--- src/rtl/pipeline_pkg.sv ---
// pipeline_pkg
//   Shared definitions for the 5-stage pipeline hazard logic: 4-bit opcode
//   encodings, the divide-sequencer FSM state type, and helpers that decode
//   which register sources an opcode reads and whether it is a load.
//   Opcodes 13-15 are unassigned and decode like NOP.
package pipeline_pkg;

  localparam logic [3:0] OP_NOP  = 4'd0;
  localparam logic [3:0] OP_B    = 4'd1;
  localparam logic [3:0] OP_BEQ  = 4'd2;
  localparam logic [3:0] OP_BLT  = 4'd3;
  localparam logic [3:0] OP_LDW  = 4'd4;
  localparam logic [3:0] OP_LDB  = 4'd5;
  localparam logic [3:0] OP_STW  = 4'd6;
  localparam logic [3:0] OP_STB  = 4'd7;
  localparam logic [3:0] OP_ADD  = 4'd8;
  localparam logic [3:0] OP_ADDI = 4'd9;
  localparam logic [3:0] OP_SUB  = 4'd10;
  localparam logic [3:0] OP_DIV  = 4'd11;
  localparam logic [3:0] OP_SHL  = 4'd12;

  typedef enum logic {
    RUN      = 1'b0,
    DIV_WAIT = 1'b1
  } div_state_e;

  // Every non-branch, non-NOP opcode reads Rs1 (loads/stores use it as base).
  function automatic logic uses_rs1(input logic [3:0] op);
    return (op >= OP_LDW) && (op <= OP_SHL);
  endfunction

  // Rs2 is the store data or the second ALU operand; ADDI and loads skip it.
  function automatic logic uses_rs2(input logic [3:0] op);
    logic r;
    case (op)
      OP_STW, OP_STB, OP_ADD, OP_SUB, OP_DIV, OP_SHL: r = 1'b1;
      default:                                        r = 1'b0;
    endcase
    return r;
  endfunction

  function automatic logic is_load(input logic [3:0] op);
    return (op == OP_LDW) || (op == OP_LDB);
  endfunction

endpackage

--- src/rtl/div_sequencer.sv ---
// div_sequencer
//   Holds EX while the multicycle divider runs. A DIV seen in EX while in RUN
//   fires a one-cycle start pulse and loads a down-counter; EX stays held
//   until the counter reaches 1, at which point the DIV is allowed to leave.
//   Total EX occupancy is DIV_CYCLES cycles, of which DIV_CYCLES-1 stall.
// Ports:
//   clk, rst    : clock, synchronous active-high reset
//   op_e        : opcode currently in EX
//   div_start   : divider start pulse
//   div_busy    : divide in progress (both states of an active divide)
//   div_stall   : request to hold IF/ID/EX and bubble MEM
module div_sequencer
  import pipeline_pkg::*;
#(
  parameter int DIV_CYCLES = 8
) (
  input  logic       clk,
  input  logic       rst,
  input  logic [3:0] op_e,
  output logic       div_start,
  output logic       div_busy,
  output logic       div_stall
);

  localparam int CNT_W = ($clog2(DIV_CYCLES) < 3) ? 3 : $clog2(DIV_CYCLES);
  localparam logic [CNT_W-1:0] CNT_LOAD = CNT_W'(DIV_CYCLES - 1);
  localparam logic [CNT_W-1:0] CNT_ONE  = CNT_W'(1);

  div_state_e       state, state_next;
  logic [CNT_W-1:0] cnt, cnt_next;

  // NOTE: state registers use non-blocking assignments so every flop samples
  // the pre-edge values; blocking here would chain updates within one edge.
  always_ff @(posedge clk) begin
    if (rst) begin
      state <= RUN;
      cnt   <= '0;
    end else begin
      state <= state_next;
      cnt   <= cnt_next;
    end
  end

  // NOTE: every output of this block gets a default before the case so no
  // path leaves a signal unassigned, which would otherwise infer a latch.
  always_comb begin
    state_next = state;
    cnt_next   = cnt;
    div_start  = 1'b0;
    div_busy   = 1'b0;
    div_stall  = 1'b0;
    case (state)
      RUN: begin
        if (op_e == OP_DIV) begin
          div_start  = 1'b1;
          div_busy   = 1'b1;
          div_stall  = 1'b1;
          state_next = DIV_WAIT;
          cnt_next   = CNT_LOAD;
        end
      end
      DIV_WAIT: begin
        div_busy = 1'b1;
        cnt_next = cnt - CNT_ONE;
        // cnt==1 is the release cycle: EX advances on this edge, so the
        // same DIV is not seen again in RUN.
        if (cnt > CNT_ONE) begin
          div_stall = 1'b1;
        end else begin
          state_next = RUN;
        end
      end
      default: state_next = RUN;
    endcase
  end

endmodule

--- src/rtl/pipeline_hazard_sequencer.sv ---
// pipeline_hazard_sequencer
//   Stall/flush controller for the IF-ID-EX-MEM-WB pipeline. Combines the
//   divide sequencer with RAW hazard detection and taken-branch squashing.
//   Priority: reset > divide stall > taken branch > data hazard.
//   Build option HAZARD_FORWARD_EN: when defined, forwarding exists and only
//   load-use stalls; otherwise any EX or MEM producer of a used source stalls.
// Ports:
//   clk, rst                 : clock, synchronous active-high reset
//   OpCodeD, Rs1D, Rs2D      : instruction in ID and its source registers
//   OpCodeE, RdE, RegFileWEE : instruction in EX, destination, write enable
//   RdM, RegFileWEM          : MEM destination and write enable
//   BranchTakenE             : branch in EX resolved taken
//   StallF, StallD, StallE   : hold PC / IF-ID / ID-EX
//   FlushD, FlushE, FlushM   : clear IF-ID / ID-EX / EX-MEM to NOP
//   DivStart, DivBusy        : divider start pulse and busy status
module pipeline_hazard_sequencer
  import pipeline_pkg::*;
#(
  parameter int REG_ADDR_W = 4,
  parameter int DIV_CYCLES = 8
) (
  input  logic                  clk,
  input  logic                  rst,
  input  logic [3:0]            OpCodeD,
  input  logic [REG_ADDR_W-1:0] Rs1D,
  input  logic [REG_ADDR_W-1:0] Rs2D,
  input  logic [3:0]            OpCodeE,
  input  logic [REG_ADDR_W-1:0] RdE,
  input  logic                  RegFileWEE,
  input  logic [REG_ADDR_W-1:0] RdM,
  input  logic                  RegFileWEM,
  input  logic                  BranchTakenE,
  output logic                  StallF,
  output logic                  StallD,
  output logic                  StallE,
  output logic                  FlushD,
  output logic                  FlushE,
  output logic                  FlushM,
  output logic                  DivStart,
  output logic                  DivBusy
);

  logic div_start, div_busy, div_stall;

  div_sequencer #(
    .DIV_CYCLES(DIV_CYCLES)
  ) u_div_seq (
    .clk      (clk),
    .rst      (rst),
    .op_e     (OpCodeE),
    .div_start(div_start),
    .div_busy (div_busy),
    .div_stall(div_stall)
  );

  logic use1, use2, match_e, data_hazard, branch_eff;

  assign use1    = uses_rs1(OpCodeD);
  assign use2    = uses_rs2(OpCodeD);
  assign match_e = RegFileWEE && ((use1 && (Rs1D == RdE)) || (use2 && (Rs2D == RdE)));

`ifdef HAZARD_FORWARD_EN
  logic unused_m;
  assign unused_m    = ^{RdM, RegFileWEM};
  assign data_hazard = match_e && is_load(OpCodeE);
`else
  logic match_m;
  assign match_m     = RegFileWEM && ((use1 && (Rs1D == RdM)) || (use2 && (Rs2D == RdM)));
  assign data_hazard = match_e || match_m;
`endif

  // A branch cannot share EX with a DIV, so busy means DIV_WAIT here and any
  // branch indication then is spurious.
  assign branch_eff = BranchTakenE && !div_busy;

  always_comb begin
    StallF   = 1'b0;
    StallD   = 1'b0;
    StallE   = 1'b0;
    FlushD   = 1'b0;
    FlushE   = 1'b0;
    FlushM   = 1'b0;
    DivStart = 1'b0;
    DivBusy  = 1'b0;
    if (!rst) begin
      DivStart = div_start;
      DivBusy  = div_busy;
      if (div_stall) begin
        // ID/EX is held, so it must not also be cleared.
        StallF = 1'b1;
        StallD = 1'b1;
        StallE = 1'b1;
        FlushM = 1'b1;
      end else if (branch_eff) begin
        FlushD = 1'b1;
        FlushE = 1'b1;
      end else if (data_hazard) begin
        StallF = 1'b1;
        StallD = 1'b1;
        FlushE = 1'b1;
      end
    end
  end

endmodule

--- config.mk ---
export PLATFORM = sky130hd
export DESIGN_NAME = pipeline_hazard_sequencer
export DESIGN_NICKNAME = d
export VERILOG_FILES = /design/src/rtl/pipeline_pkg.sv /design/src/rtl/div_sequencer.sv /design/src/rtl/pipeline_hazard_sequencer.sv
export SDC_FILE = /design/constraint.sdc
export NUM_CORES = 1
export LEC_CHECK = 0
export CAP_MARGIN = 20
export CORE_ASPECT_RATIO = 1.25
export CORE_UTILIZATION = 30
export CTS_CLUSTER_DIAMETER = 50
export DETAILED_ROUTE_END_ITERATION = 8
export PLACE_DENSITY_LB_ADDON = 0.3
export SETUP_SLACK_MARGIN = 0.05
export SYNTH_ARGS = -nofsm -noshare
export SYNTH_HDL_FRONTEND = slang
export SYNTH_HIERARCHICAL = 1
export SYNTH_SLANG_ARGS = --single-unit
--- constraint.sdc ---
create_clock -name clk -period 1.6 [get_ports clk]
set_input_delay 0.24 -clock clk [delete_from_list [all_inputs] [get_ports clk]]
set_output_delay 0.24 -clock clk [all_outputs]
set_load 0.005 [all_outputs]
==> results of run 1 <==
## flip-flops by register name, summed over array words and instances (netlist names)
signal / cells
u_div_seq/cnt: 3
u_div_seq/state: 1
## repair_timing
item                                    in CTS  in global routing
resized for setup                           85                  3
cloned                                       0                  0
pin swaps                                   20                  4
endpoints found under the setup margin       8                  8
setup buffers                                6                  0
## power by group through the flow
stage	combinational, mW	sequential (mW)	clock, mW
floorplan	0.0863	0.114	0
global placement	0.222	0.113	0
detailed placement	0.226	0.113	0
CTS	0.236	0.112	0.122
global route	0.259	0.113	0.135
finish	0.237	0.112	0.117
## path summary, 6_finish.rpt
kind	start	endpoint	slack, ns	cells past startpoint
worst max register to register	u_div_seq/cnt[1]$_SDFFE_PP0P_	u_div_seq/cnt[2]$_SDFFE_PP0P_	0.18	7
worst min-delay path	u_div_seq/state$_SDFF_PP0_	u_div_seq/cnt[0]$_SDFFE_PP0P_	0.59	2
worst min register to register	u_div_seq/state$_SDFF_PP0_	u_div_seq/cnt[0]$_SDFFE_PP0P_	0.59	2
worst max-delay path	u_div_seq/cnt[1]$_SDFFE_PP0P_	StallF	-0.24	8
## through the flow
step	setup slack [ns]	cell area [µm²]	hold WS, ns
after floorplan	-0.0267	537	0.311
after global placement	-0.783	987	0.566
after detailed placement	-0.814	987	0.571
after CTS	-0.257	1060	0.579
after global routing	-0.356	1070	0.611
final	-0.239	1070	0.590
## cell usage after synthesis, types with 2 or more instances
library cell  number
ha_1               2
a311oi_1           3
xnor2_1           10
nand3_1            2
nor2_1             4
nor2b_1            2
o211ai_1           2
xor2_1             7
inv_1              5
nand2_1            4
buf_4              2
dfxtp_1            4
## logic make-up after synthesis
kind of cell | count (synthesis)
xor gates and xnor gates | 17
AOI/OAI and AO/OA | 15
and+or+nand+nor | 20
DFF | 4
buffers and inverters | 7
adders and majority gates | 2
## cell type report
type / instances / area (µm²) / area share
multi-input combinational: 54 / 485 / 0.455
timing repair buffer: 53 / 430 / 0.404
sequential: 4 / 86.3 / 0.0810
clock buffer: 3 / 22.5 / 0.0211
tap: 18 / 22.5 / 0.0211
inverter: 5 / 18.8 / 0.0176
## per-layer routing
metal	vias to the layer above	wire length (µm)	global-route usage
li1	343	-	-
met1	301	516	0.156
met2	30	910	0.364
met3	0	84	0.0413
met4	0	0	0.0690
met5	-	0	0
## worst max-delay path: cells and delay by family (launching register included)
family / cells / cell delay, ns
buf+inv: 3 / 0.32
flops: 1 / 0.33
simple gates: 1 / 0.03
fa+ha+maj: 1 / 0.14
compound gates: 3 / 0.55
==> metrics, run 1 <==
die footprint 1890 µm²; PD cells 438 nW/µm²; Seq pwr share 0.241; run status finished, violations left; Slew headroom 0.824; TritonCTS clock tree built; xor/xnor share of the synthesized area 0.288; Synth Area in Adders 0.0484; Layout Cells excl Fill 137; Critical Path AT about 1.6 ns; via-per-instance ratio just under 5; Mapped Area between 500 and 600 µm²; number of diodes 0; fin nets between 150 and 200; post-synthesis async set-or-reset flop share 0; Pleak just under 0.5 nW; hold buffer count at cts 0; synthesis-to-layout area growth 106%; WL final between 1.5 and 2 mm; Synth area leader xnor2_1; clock latency on the worst-skew pair ~0.23 ns; IO Port Bufs 36; all-layer global routing usage 0.183; Synth top area share 0.169; Core ar. ~1600 µm²; commonest non-fill, non-tap cells in the layout dlygate4sd2_1, buf_4, buf_2; worst endpoint required time roughly 1.4 ns; critical path class reg2out; number of flops mapped to enable cells by yosys 0; initial antenna violation count 0; Setup Viol. Count Final 6; most used flip-flop cell after synthesis dfxtp_1; slowest stage delay, CP approximately 0.33 ns; Final period util 1.15; Power Total between 0.4 and 0.5 mW; DPL Wire Length 1.23 mm; maxcap violations 0; Mapped Nets 96; DR iter-0 viols 8; Tmin final ~1.8 ns; commonest non-fill, non-tap cell in the layout dlygate4sd2_1; routability cong. between 0.6 and 0.7; CTS H-tree depth 1; Die H around 48 µm; Antenna Nets Post-Route 0; Cell Chain, Critical Path inv_2 > ha_4 > o21bai_4 > a31oi_4 > buf_6 > nor2_2 > a311oi_2 > buf_2; clock share of power 0.252; Post-Syn Instances 65; share of layout cells above drive strength 1 0.437; Die Wd roughly 39 µm; multiplexer share of the synthesized area 0; Worst Tran Pin Value 0.263 ns; grt total ovfl 0; worst setup margin -0.239 ns; Reg clk slew, reported paths approximately 0.040 ns; Setup TNS -1.08 ns; largest family of logic cells by synthesized area XOR/XNOR gates; first-pass GRT wire length between 2 and 2.5 mm; fillers around 150; NetSw 0.138 mW; via count 674; pin count of the biggest net entering global routing 7; deepest clock path buffer count 2; fmax roughly 540 MHz; crit path max fanout 2; drt wl/cell roughly 11 µm; # clock sinks 4; Worst Clk Skew 0.00261 ns; IO Count 37; Crit-path slowest cell dfxtp_2; final hold vios 0; crit end category output pin; RSZ-0062 raised after global routing yes; Hold Path Class reg2reg; number of global-route vias before repair roughly 660; placed cells 128; final core occ 0.674; Switching Share 0.296; Critical Path Start Type register; sequential-to-total area share from yosys stat 0.155; Synth cell types 30; Yosys reg bits 4; Initial Utilization 0.327; P_int roughly 0.33 mW; synthesis warning total 6; Synth Area in Compound Gates 0.223; Avg Cell Area, Syn slightly below 8 µm²; Max Slew Vio Count 0; Area contributors post-synth xnor2_1, dfxtp_1, xor2_1, a311oi_1, ha_1; IR drop worst, VDD roughly 0.00044 V; DRC viols 0; Post-Synth Simple-Gate Area 0.220; Comb pwr share 0.508; DRT Pass-1 Iters 4; FP Rows 16; violated checks setup timing; number of CTS-inserted buffers 3; Root Buffer clkbuf_4
Power figures use the tool's default switching activity.
==> run 2: changes to the inputs <==
SLEW_MARGIN = 20   (was unset)
==> results of run 2 <==
Same layout as run 1: the final DEF is identical, and so are final timing and power.
